### src/rtl/muldiv_pkg.sv
// muldiv_pkg: shared state encoding, op selects and default latencies for the mult/div sequencer.
package muldiv_pkg;
    typedef enum logic [2:0] {
        S_IDLE      = 3'd0,
        S_LAUNCH    = 3'd1,
        S_RUN       = 3'd2,
        S_WRITEBACK = 3'd3,
        S_DONE      = 3'd4,
        S_EXC       = 3'd5
    } state_t;
    localparam logic OP_MULT = 1'b0;
    localparam logic OP_DIV  = 1'b1;
    localparam int MULT_CYCLES_DEF = 32;
    localparam int DIV_CYCLES_DEF  = 32;
    localparam int CNT_W_DEF       = 6;
endpackage

### src/rtl/muldiv_seq_if.sv
// muldiv_seq_if: control handshake between the main FSM and the mult/div sequencer.
// Perf counter signals exist only when MULDIV_SEQ_PERF_EN is defined.
interface muldiv_seq_if;
    logic start, op_div, divisor_zero, abort;
    logic busy, mult_start, div_start, mult_or_div, hi_w, lo_w, done, div0_exc;
`ifdef MULDIV_SEQ_PERF_EN
    logic [15:0] ops_cnt;
    logic [7:0]  exc_cnt;
    modport master (output start, op_div, divisor_zero, abort,
                    input busy, mult_start, div_start, mult_or_div, hi_w, lo_w, done, div0_exc,
                          ops_cnt, exc_cnt);
    modport slave  (input start, op_div, divisor_zero, abort,
                    output busy, mult_start, div_start, mult_or_div, hi_w, lo_w, done, div0_exc,
                           ops_cnt, exc_cnt);
`else
    modport master (output start, op_div, divisor_zero, abort,
                    input busy, mult_start, div_start, mult_or_div, hi_w, lo_w, done, div0_exc);
    modport slave  (input start, op_div, divisor_zero, abort,
                    output busy, mult_start, div_start, mult_or_div, hi_w, lo_w, done, div0_exc);
`endif
endinterface

### src/rtl/muldiv_lat_cnt.sv
// muldiv_lat_cnt: loadable down-counter timing the selected unit's fixed latency.
module muldiv_lat_cnt #(
    parameter int CNT_W = 6
) (
    input  logic             clk,
    input  logic             rst_n,
    input  logic             load_i,
    input  logic             dec_i,
    input  logic [CNT_W-1:0] load_val_i,
    output logic [CNT_W-1:0] value_o,
    output logic             expire_o
);
    logic [CNT_W-1:0] cnt_q, cnt_d;
    always_comb cnt_d = load_i ? load_val_i : dec_i ? cnt_q - 1'b1 : cnt_q;
    always_ff @(posedge clk or negedge rst_n)
        if (!rst_n) cnt_q <= '0;
        else        cnt_q <= cnt_d;
    assign value_o  = cnt_q;
    assign expire_o = cnt_q == CNT_W'(1);
endmodule

### src/rtl/muldiv_seq.sv
// muldiv_seq: launches the mult or div unit, times its latency, writes HI/LO and signals done;
// divide-by-zero is trapped before launch. MULDIV_SEQ_PERF_EN adds ops/exception counters.
module muldiv_seq
    import muldiv_pkg::*;
#(
    parameter int MULT_CYCLES = MULT_CYCLES_DEF,
    parameter int DIV_CYCLES  = DIV_CYCLES_DEF,
    parameter int CNT_W       = CNT_W_DEF
) (
    input  logic clk,
    input  logic rst_n,
    muldiv_seq_if.slave bus
);
    state_t           state_q, state_d;
    logic             mod_q, mod_d;
    logic             expire;
    logic [CNT_W-1:0] cnt_val;

    muldiv_lat_cnt #(.CNT_W(CNT_W)) u_cnt (
        .clk        (clk),
        .rst_n      (rst_n),
        .load_i     (state_q == S_LAUNCH),
        .dec_i      (state_q == S_RUN),
        .load_val_i (mod_q ? CNT_W'(DIV_CYCLES) : CNT_W'(MULT_CYCLES)),
        .value_o    (cnt_val),
        .expire_o   (expire)
    );

    always_comb begin
        state_d = state_q;
        mod_d   = mod_q;
        case (state_q)
            S_IDLE: if (bus.start) begin
                state_d = (bus.op_div && bus.divisor_zero) ? S_EXC : S_LAUNCH;
                mod_d   = (bus.op_div && bus.divisor_zero) ? mod_q : bus.op_div;
            end
            S_LAUNCH:    state_d = S_RUN;
            S_RUN:       state_d = expire ? S_WRITEBACK : S_RUN;
            S_WRITEBACK: state_d = S_DONE;
            default:     state_d = S_IDLE;
        endcase
        if (bus.abort) begin
            state_d = S_IDLE;
            mod_d   = mod_q;
        end
    end

    always_ff @(posedge clk or negedge rst_n)
        if (!rst_n) begin
            state_q <= S_IDLE;
            mod_q   <= OP_MULT;
        end else begin
            state_q <= state_d;
            mod_q   <= mod_d;
        end

    // write enables and the exception pulse are gated so a same-cycle abort cannot leak through
    assign bus.busy        = state_q != S_IDLE;
    assign bus.mult_start  = state_q == S_LAUNCH && mod_q == OP_MULT;
    assign bus.div_start   = state_q == S_LAUNCH && mod_q == OP_DIV;
    assign bus.mult_or_div = mod_q;
    assign bus.hi_w        = state_q == S_WRITEBACK && !bus.abort;
    assign bus.lo_w        = bus.hi_w;
    assign bus.done        = state_q == S_DONE;
    assign bus.div0_exc    = state_q == S_EXC && !bus.abort;

    a_run_nonzero: assert property (@(posedge clk) disable iff (!rst_n)
        state_q == S_RUN |-> cnt_val != '0);

`ifdef MULDIV_SEQ_PERF_EN
    logic [15:0] ops_q, ops_d;
    logic [7:0]  exc_q, exc_d;
    always_comb begin
        ops_d = (bus.done && ops_q != '1) ? ops_q + 16'd1 : ops_q;
        exc_d = (bus.div0_exc && exc_q != '1) ? exc_q + 8'd1 : exc_q;
    end
    always_ff @(posedge clk or negedge rst_n)
        if (!rst_n) begin
            ops_q <= '0;
            exc_q <= '0;
        end else begin
            ops_q <= ops_d;
            exc_q <= exc_d;
        end
    assign bus.ops_cnt = ops_q;
    assign bus.exc_cnt = exc_q;
`endif
endmodule

### src/flat_wrapper.sv
// flat-port wrapper written by rule: the top's interface ports become plain ports
module muldiv_seq_flat import muldiv_pkg::*;
#(
    parameter int MULT_CYCLES = MULT_CYCLES_DEF,
    parameter int DIV_CYCLES  = DIV_CYCLES_DEF,
    parameter int CNT_W       = CNT_W_DEF
)
  (clk, rst_n, bus_start, bus_op_div, bus_divisor_zero, bus_abort, bus_busy, bus_mult_start, bus_div_start, bus_mult_or_div, bus_hi_w, bus_lo_w, bus_done, bus_div0_exc);
  muldiv_seq_if bus_i ();
  input  logic clk;
  input  logic rst_n;
  input wire logic [$bits(bus_i.start)-1:0] bus_start;
  input wire logic [$bits(bus_i.op_div)-1:0] bus_op_div;
  input wire logic [$bits(bus_i.divisor_zero)-1:0] bus_divisor_zero;
  input wire logic [$bits(bus_i.abort)-1:0] bus_abort;
  output wire logic [$bits(bus_i.busy)-1:0] bus_busy;
  output wire logic [$bits(bus_i.mult_start)-1:0] bus_mult_start;
  output wire logic [$bits(bus_i.div_start)-1:0] bus_div_start;
  output wire logic [$bits(bus_i.mult_or_div)-1:0] bus_mult_or_div;
  output wire logic [$bits(bus_i.hi_w)-1:0] bus_hi_w;
  output wire logic [$bits(bus_i.lo_w)-1:0] bus_lo_w;
  output wire logic [$bits(bus_i.done)-1:0] bus_done;
  output wire logic [$bits(bus_i.div0_exc)-1:0] bus_div0_exc;
  assign bus_i.start = bus_start;
  assign bus_i.op_div = bus_op_div;
  assign bus_i.divisor_zero = bus_divisor_zero;
  assign bus_i.abort = bus_abort;
  assign bus_busy = bus_i.busy;
  assign bus_mult_start = bus_i.mult_start;
  assign bus_div_start = bus_i.div_start;
  assign bus_mult_or_div = bus_i.mult_or_div;
  assign bus_hi_w = bus_i.hi_w;
  assign bus_lo_w = bus_i.lo_w;
  assign bus_done = bus_i.done;
  assign bus_div0_exc = bus_i.div0_exc;
  muldiv_seq #(.MULT_CYCLES(MULT_CYCLES), .DIV_CYCLES(DIV_CYCLES), .CNT_W(CNT_W)) u_core (.clk(clk), .rst_n(rst_n), .bus(bus_i));
endmodule
### config.mk
export PLATFORM = sky130hd
export DESIGN_NAME = muldiv_seq_flat
export DESIGN_NICKNAME = d
export VERILOG_FILES = /design/src/rtl/muldiv_pkg.sv /design/src/rtl/muldiv_seq_if.sv /design/src/rtl/muldiv_lat_cnt.sv /design/src/rtl/muldiv_seq.sv /design/src/flat_wrapper.sv
export SDC_FILE = /design/constraint.sdc
export NUM_CORES = 1
export LEC_CHECK = 0
export CAP_MARGIN = 15
export CELL_PAD_IN_SITES_DETAIL_PLACEMENT = 1
export CELL_PAD_IN_SITES_GLOBAL_PLACEMENT = 1
export CORE_MARGIN = 5
export CORE_UTILIZATION = 30
export CTS_CLUSTER_DIAMETER = 120
export DETAILED_ROUTE_END_ITERATION = 10
export PLACE_DENSITY = 0.68
export REMOVE_ABC_BUFFERS = 1
export SYNTH_ARGS = -nofsm -noshare
export SYNTH_HDL_FRONTEND = slang
export SYNTH_SLANG_ARGS = --single-unit
### constraint.sdc
create_clock -name clk -period 2.39 [get_ports clk]
set_input_delay 0.478 -clock clk [delete_from_list [all_inputs] [get_ports clk]]
set_output_delay 0.478 -clock clk [all_outputs]
set_load 0.05 [all_outputs]
**Word-level counts from Yosys, hierarchy flattened**

Index checks and enable logic that the tools add are counted.

- Bits of input ports: 6
- Register bits after elaboration: 10

- Bitwise operators: 3
- Eq/ne operators: 7
- Reductions and logical operators: 10
- Multiplexer cells: 7
- Add/subtract/negate cells: 1

Operators by type and width:

| kind | count |
|---|---|
| $mux W6 | 2 |
| $pmux W3 S4 | 1 |
| $mux W3 | 3 |
| $eq A3 B2 Y1 const B | 2 |
| $eq A3 B3 Y1 const B | 2 |
| $eq A6 B1 Y1 const B | 1 |
| $sub A6 B1 Y6 const B | 1 |
| $logic_and A1 B1 Y1 | 5 |
| $reduce_and A4 Y1 | 1 |
| $eq A3 B1 Y1 const B | 1 |
| $logic_not A3 Y1 | 1 |
| $ne A3 B3 Y1 const B | 1 |
| $not A1 Y1 | 3 |
| $reduce_bool A3 Y1 | 1 |
| $reduce_bool A2 Y1 | 1 |
| $logic_not A1 Y1 | 1 |
| $mux W1 | 1 |

**Logic depth before layout (Yosys ltp)**

Gate-level depths: netlist of the first run.

- Word-level depth: 5
- Gate-level depth with buffers: 5
- Gate-level depth less buffers: 5

**Modules after synthesis**

From an unflattened synthesis of the first run, not the netlist that was laid out.

- Cell total of the unflattened synthesis: 68
- Area, all modules: 651.9 um^2

By module, submodules not included:

| module | area an instance (um^2) | instances | cells each | seq. area each (um^2) |
|---|---|---|---|---|
| muldiv_lat_cnt | 362.8 | 1 | 37 | 150.1 |
| muldiv_seq | 289.0 | 1 | 31 | 100.1 |

**Worst setup path before layout of the first run**

Ideal clock, no wire load.

- Path type: reg-to-output
- From: register u_core.state_q[1]
- To: output bus_div0_exc
- Slack: -158 ps
- Stages on the path, launching flop included: 3
- Buffers on the path: 1
- Arrival: 2070 ps
- Cells stage by stage: dfrtp_1 -> buf_2 -> nor4bb_1

- Longest elaborated chain between the ends: 2

Ends and longest elaborated chain:

| item | line | RTL |
|---|---|---|
| from (decl) | muldiv_seq.sv:14 | `state_t state_q, state_d;` |
| from (signal assigned) | muldiv_seq.sv:53 | `state_q <= state_d;` |
| $eq A3 B3 Y1 | muldiv_seq.sv:65 | `assign bus.div0_exc = state_q == S_EXC && !bus.abort;` |
| $logic_and A1 B1 Y1 | muldiv_seq.sv:65 |  |
| to (decl) | flat_wrapper.sv:23 | `output wire logic [$bits(bus_i.div0_exc)-1:0] bus_div0_exc;` |

No other way between the ends.

**Worst setup path after layout of the first run**

- From: register u_core.state_q[1]
- To: output bus_mult_start

- Longest elaborated chain between the ends: 2

Ends and longest elaborated chain:

| item | line | RTL |
|---|---|---|
| $eq A3 B1 Y1 | muldiv_seq.sv:59 | `assign bus.mult_start = state_q == S_LAUNCH && mod_q == OP_MULT;` |
| $logic_and A1 B1 Y1 | muldiv_seq.sv:59 |  |
| to (decl) | flat_wrapper.sv:17 | `output wire logic [$bits(bus_i.mult_start)-1:0] bus_mult_start;` |

No other way between the ends.

==> summary.md, run 1 <==
| Metric | Value |
|---|---|
| Status | finished, final reports clean |
| YS warnings | 0 |
| Share of Yosys cell area claimed by the top area cell type | 0.412 |
| Layout area overhead | 40.0% |
| Top-count cell post-synth | dfrtp_1 |
| Fin Setup TNS | 0 ns |
| Fin util | 0.438 |
| Final setup fails | 0 |
| Finished Layout Cells | 102 |
| GR Util met2 | 0.199 |
| GR Util All Layers | 0.120 |
| Port bufs | 13 |
| Final period util | 0.913 |
| Antenna violations before repair | 0 |
| Worst Path Arrival | 1.70 ns |
| Inst Count DP | 98 |
| Sequential share of the synthesized area | 0.412 |
| GRT Max-Usage Layer | met2 |
| Met3 global-route usage | 0.0483 |
| DR iter-0 viols | 6 |
| Vias in the first global route | 564 |
| Placement Rows | 16 |
| Postcts setup bufs | 0 |
| Max clock buf depth | 2 |
| PD cells | 808 mW/mm^2 |
| Critical Path RT | 1.91 ns |
| Via count | 510 |
| Largest net degree at the start of global routing | 12 |
| Final Cell Area | 850 um^2 |
| TritonCTS clock tree | yes |
| Die H | 55.0 um |
| Cells after synthesis | 60 |
| Root buffer cell | clkbuf_4 |
| Total CTS buffers | 3 |
| Synthesized area | 607 um^2 |
| Pleak | 0.372 nW |
| Worst reg2reg path startpoint | u_core.state_q[0]$_DFFE_PN0P_ |
| HP Class | input pin to async pin |
| CP Launch Type | register |
| DRT Wirelength | 1430 um |
| DIE AREA | 0.00302 mm^2 |
| CP endpoint kind | primary output |
| Synth area leader | dfrtp_1 |
| Worst setup margin | 0.208 ns |
| Avg WL per Cell | 14.0 um |
| Clock-pin slew on the worst setup and hold paths | 0.08 ns |
| Post-layout minimum cycle time | 2.18 ns |
| H-tree levels | 1 |
| CP Class | register to primary output |
| Worst slew pin tran | 0.499 ns |
| Post-DRT Antenna Nets | 0 |
| Peak supply drop | 375 uV |
| Pre-CTS WS | 0.208 ns |
| Post-synth EDFFs | 0 |
| Met1 usage | 0.145 |
| Most used DFF post-synth | dfrtp_1 |
| Worst clock skew | 0.0137 ns |
| Max-capacitance violation count | 0 |
| Dpl cell area | 813 um^2 |
| First-pass GRT wire length | 2490 um |
| Hold_buf cts | 0 |
| Core area | 0.00194 mm^2 |
| Share of cells above drive strength 1 | 0.227 |
| Crit Path Max Fanout | 11 |
| RD Place Congestion | 0.698 |
| Top cells by count, synth | dfrtp_1 (10), nor2_1 (5), buf_2 (4), nand3_1 (4) |
| Fmax | 458 MHz |
| Area contributors post-synth | dfrtp_1 (41%), ha_1 (4.1%), nand4b_4 (3.9%) |
| Initial core utilization | 0.313 |
| # resized after CTS | 0 |
| R2R setup slack | 0.91 ns |
| Relative slew slack | 0.667 |
| Ys async rst share | 1.00 |
| Worst R2R Path Depth | 4 |
| Drt pass-1 iters | 5 |
| Post-synthesis cell type count | 32 |
| ANT cells | 0 |
| CTS sink count | 10 |
| Top-Level Pins | 14 |
| Nets | 84 |
| Detailed placement HPWL | 1200 um |
| Via/cell ratio | 5.00 |
| Die width | 55.0 um |
| Clk_lat worst skew | 0.27 ns |
| Unrepaired setup endpoints after global routing | no |
| Residual DRC | 0 |
| Mapped Avg Cell Area | 10.1 um^2 |
| Final Hold Fails | 0 |
| Total gr overflow | 0 |
| Synthesized flop and latch total | 10 |
| Slew Limit Fails | 0 |
| R2r endpoint | u_core.u_cnt.value_o[3]$_DFFE_PN0P_ |
## layout by cell type, fill, tap and decap left out, types with 2 or more instances in the layout
| cell type | n |
|---|---|
| buf_12 | 5 |
| buf_4 | 4 |
| nand3_1 | 4 |
| nor2b_1 | 2 |
| mux2i_1 | 2 |
| nor3_1 | 2 |
| o21ai_1 | 3 |
| ha_1 | 2 |
| dfrtp_1 | 10 |
| and2_1 | 2 |
| nor2_1 | 5 |
| clkbuf_4 | 3 |
| inv_1 | 3 |
| clkdlybuf4s50_1 | 7 |
## registers in the layout, summed over array words and instances, names as in the netlist
| signal | flops |
|---|---|
| u_core.u_cnt.value_o | 6 |
| u_core.state_q | 3 |
| u_core.bus.mult_or_div | 1 |
## report_power, final
part | internal, W | switching (W)
sequential | 0.000214 | 0.0000484
clock | 0.0000924 | 0.0000618
combinational | 0.000112 | 0.000157
total | 0.000419 | 0.000267
## area by class of cell
cell class              instances  area [um^2]
fillers                       224         1090
flip-flops and latches         10          250
multi-input cells              42          318
clock buffers                   4         36.3
repair buffers                 16          200
inverters                       3         11.3
well taps                      27         33.8
## critical path, cell delays in order (launching register included)
cell and delay [ns]:
dfrtp_1 0.38, buf_4 0.17, or3b_1 0.50, nor2_1 0.22, buf_12 0.17
## worst max path at each step
stage | slack (ns) | cells past startpoint | endpoint | startpoint
final | 0.21 | 4 | bus_mult_start | u_core.state_q[1]$_DFFE_PN0P_
after global routing | 0.08 | 4 | bus_mult_start | u_core.state_q[1]$_DFFE_PN0P_
after CTS | 0.19 | 4 | bus_mult_start | u_core.state_q[1]$_DFFE_PN0P_
after detailed placement | 0.21 | 4 | bus_lo_w | bus_abort
after global placement | 0.25 | 4 | bus_lo_w | bus_abort
after floorplan | -0.11 | 1 | bus_div0_exc | u_core.state_q[1]$_DFFE_PN0P_
## per-layer routing
layer | part of all wire | wire, um
met1 | 0.44 | 633
met2 | 0.52 | 741
met3 | 0.038 | 55
met5 | 0 | 0
met4 | 0 | 0
## metrics by stage
step	hold WS [ns]	power, W
after global routing	0.531	0.000743
after CTS	0.515	0.000697
after detailed placement	0.507	0.000543
after floorplan	0.182	0.000441
final	0.506	0.000686
after global placement	0.496	0.000526
## cells by family after synthesis
logic type,share of synthesized area
XOR/XNOR,0.0144
AO/OA/AOI/OAI,0.0928
AND/OR/NAND/NOR,0.342
adder cells (fa/ha/maj),0.0412
flip-flops,0.412
multiplexers,0.0330
buffers and inverters,0.0639
No activity file was read; power rests on OpenSTA's default activity.
==> run 2, diff against run 1 <==
--- a/config.mk
+++ b/config.mk
@@ -12,7 +12,9 @@
 export CORE_UTILIZATION = 30
 export CTS_CLUSTER_DIAMETER = 120
 export DETAILED_ROUTE_END_ITERATION = 10
+export MAX_ROUTING_LAYER = met4
 export PLACE_DENSITY = 0.68
+export RECOVER_POWER = 100
 export REMOVE_ABC_BUFFERS = 1
 export SYNTH_ARGS = -nofsm -noshare
 export SYNTH_HDL_FRONTEND = slang
==> constraint.sdc (replaced) <==
create_clock -name clk -period 2.8 [get_ports clk]
set_input_delay 0.56 -clock clk [delete_from_list [all_inputs] [get_ports clk]]
set_output_delay 0.56 -clock clk [all_outputs]
set_load 0.05 [all_outputs]
==> run 2 against run 1 <==
Compared with the run above:
- register-to-register slack improved by 0.31 ns
- worst setup slack better by 0.018 ns
- power down 18%
- critical endpoint is now bus_div_start
==> summary.md, run 2 (synthesis results as in run 1) <==
| Metric | Value |
|---|---|
| Pleak | 0.385 nW (was 0.372 nW) |
| R2R setup slack | 1.22 ns (was 0.91 ns) |
| Fin Setup TNS | 0 ns (unchanged) |
| Final period util | 0.919 |
| Die H | 55.0 um (unchanged) |
| Final Power | 0.000565 W (was 0.000686 W) |
| Largest net degree at the start of global routing | 12 (unchanged) |
| # resized after CTS | 0 (unchanged) |
| HP Class | register to register (was input pin to async pin) |
| Buffer and inverter count on the worst path | 1 (was 2) |
| TritonCTS clock tree | yes (unchanged) |
| CP Launch Type | register (unchanged) |
| GR Util All Layers | 0.116 (was 0.120) |
| Max-capacitance violation count | 0 (unchanged) |
| Layout area overhead | 29.5% (was 40.0%) |
| Root buffer cell | clkbuf_4 (unchanged) |
| Int Power | 0.000342 W (was 0.000419 W) |
| Final setup fails | 0 (unchanged) |
| First-pass GRT wire length | 2300 um (was 2490 um) |
| Final Hold Fails | 0 (unchanged) |
| DR iter-0 viols | 5 (was 6) |
| Port bufs | 13 (unchanged) |
| Critical Path RT | 2.24 ns (was 1.91 ns) |
| CP Class | register to primary output (unchanged) |
| Relative slew slack | 0.603 (was 0.667) |
| Clk pwr share | 0.231 (was 0.225) |
| Fmax | 389 MHz |
| Post-layout minimum cycle time | 2.57 ns |
| Commonest non-fill, non-tap cell in the layout | dfrtp_1 (unchanged) |
| PD cells | 719 mW/mm^2 (was 808 mW/mm^2) |
| Most frequent cells in the layout | dfrtp_1 (10), dlygate4sd3_1 (7), nor2_1 (5) (was dfrtp_1 (10), clkdlybuf4s50_1 (7), nor2_1 (5), buf_12 (5)) |
| Nets | 84 (unchanged) |
| DRT Wirelength | 1390 um (was 1430 um) |
| Flop pwr share | 0.394 (was 0.383) |
| Status | finished, final reports clean (unchanged) |
| Worst Path Arrival | 2.01 ns (was 1.70 ns) |
| Core area | 0.00194 mm^2 (unchanged) |
| Slew Limit Fails | 0 (unchanged) |
| H-tree levels | 1 (unchanged) |
| ANT cells | 0 (unchanged) |
| Crit Path Max Fanout | 3 (was 11) |
| FF+latch area | 250 um^2 (unchanged) |
| Total gr overflow | 0 (unchanged) |
| Post-DRT Antenna Nets | 0 (unchanged) |
| Hold_buf cts | 0 (unchanged) |
| RD Place Congestion | 0.648 (was 0.698) |
| Detailed placement HPWL | 1130 um (was 1200 um) |
| Largest stage delay on the critical path | 0.87 ns (was 0.50 ns) |
| Share of cells above drive strength 1 | 0.120 (was 0.227) |
| Total CTS buffers | 3 (unchanged) |
| Unrepaired setup endpoints after global routing | no (unchanged) |
| Sw Pwr | 0.000223 W (was 0.000267 W) |
| Crit path max-delay family | buffers and inverters (was simple AND/OR/NAND/NOR gates) |
| Worst clock skew | 0.00825 ns (was 0.0137 ns) |
| Drt pass-1 iters | 2 (was 5) |
| Vias in the first global route | 503 (was 564) |
| Residual DRC | 0 (unchanged) |
| Die width | 55.0 um (unchanged) |
| Top-Level Pins | 14 (unchanged) |
| Initial core utilization | 0.313 (unchanged) |
| Antenna violations before repair | 0 (unchanged) |
| Comb pwr share | 0.375 (was 0.392) |
| Max FFs per register | 6 (unchanged) |
| Worst slew pin tran | 0.598 ns (was 0.499 ns) |
| Placement Rows | 16 (unchanged) |
| Clock-pin slew on the worst setup and hold paths | 0.07 ns (was 0.08 ns) |
| Clk_lat worst skew | 0.27 ns (about the same) |
| DIE AREA | 0.00302 mm^2 (unchanged) |
| Fill count | 230 (was 224) |
| CTS sink count | 10 (unchanged) |
| Fin util | 0.405 (was 0.438) |
| Via/cell ratio | 4.72 (was 5.00) |
| Postcts setup bufs | 0 (unchanged) |
| Max clock buf depth | 2 (unchanged) |
| Cells along the critical path | nor3b_1 -> and2_1 -> dlygate4sd3_1 (was buf_4 -> or3b_1 -> nor2_1 -> buf_12) |
| Sw Ratio | 0.394 (was 0.390) |
| Via count | 481 (was 510) |
| Critical path's slowest cell | dlygate4sd3_1 (was or3b_1) |
| Multi-input logic area | 309 um^2 (was 318 um^2) |
| CP endpoint kind | primary output (unchanged) |
| Avg WL per Cell | 13.6 um (was 14.0 um) |
| Peak supply drop | 415 uV (was 375 uV) |
-- run 2: cell types whose count changed in the layout (fill, tap and decap cells not counted), sizes merged --
cell           before  now
buf                 9    3
clkbuf              4    6
clkdlybuf4s50       7    2
dlygate4sd3         0    7
dlymetal6s2s        0    2
-- run 2: worst register-to-register path: stages, from the launching register on --
cell and delay [ns]:
dfrtp_1 0.39, buf_4 0.17, or3b_1 0.47, nor4_1 0.26, mux2i_1 0.21
-- run 2: stage by stage --
step	cells	setup WS (ns)	cell area, um^2	hold WS, ns
after floorplan	55	0.149	579	0.264
final	102	0.227	786	0.520
after global placement	98	0.504	793	0.495
after detailed placement	98	0.505	793	0.509
after CTS	102	0.267	830	0.523
after global routing	102	0.0955	786	0.545
-- run 2: final timing paths --
check | start | endpoint | cells past startpoint
max | u_core.state_q[1]$_DFFE_PN0P_ | bus_div_start | 3
min | u_core.u_cnt.value_o[4]$_DFFE_PN0P_ | u_core.u_cnt.value_o[4]$_DFFE_PN0P_ | 1
max reg2reg | u_core.state_q[0]$_DFFE_PN0P_ | u_core.u_cnt.value_o[3]$_DFFE_PN0P_ | 4
min reg2reg | u_core.u_cnt.value_o[4]$_DFFE_PN0P_ | u_core.u_cnt.value_o[4]$_DFFE_PN0P_ | 1
max in group asynchronous | rst_n | u_core.u_cnt.value_o[1]$_DFFE_PN0P_ | 1
min in group asynchronous | rst_n | u_core.state_q[2]$_DFFE_PN0P_ | 1
-- run 2: layout make-up --
type | instances | area share
tap | 27 | 0.0430
inverter | 3 | 0.0143
sequential | 10 | 0.318
multi-input combinational | 42 | 0.393
clock buffer | 4 | 0.0462
timing repair buffer | 16 | 0.185
-- run 2: per-layer routing --
layer,wire [um],global-route usage,vias to the layer above
li1,-,-,249
met1,694,0.143,223
met2,631,0.165,7
met3,52,0.0483,2
met4,12,0.0486,0
met5,0,-,-
-- run 2: power by group through the flow --
stage / clock [W] / sequential [W] / combinational, W
after global routing: 0.000140 / 0.000229 / 0.000237
after global placement: 0 / 0.000226 / 0.000217
after floorplan: 0 / 0.000238 / 0.000138
final: 0.000130 / 0.000223 / 0.000212
after detailed placement: 0 / 0.000229 / 0.000227
after CTS: 0.000136 / 0.000226 / 0.000227
==> run 3, diff against run 2 <==
--- a/config.mk
+++ b/config.mk
@@ -11,6 +11,7 @@
 export CORE_MARGIN = 5
 export CORE_UTILIZATION = 30
 export CTS_CLUSTER_DIAMETER = 120
+export CTS_CLUSTER_SIZE = 24
 export DETAILED_ROUTE_END_ITERATION = 10
 export MAX_ROUTING_LAYER = met4
 export PLACE_DENSITY = 0.68
==> results of run 3 <==
No change in the layout: final DEF, timing and power equal those of run 2.
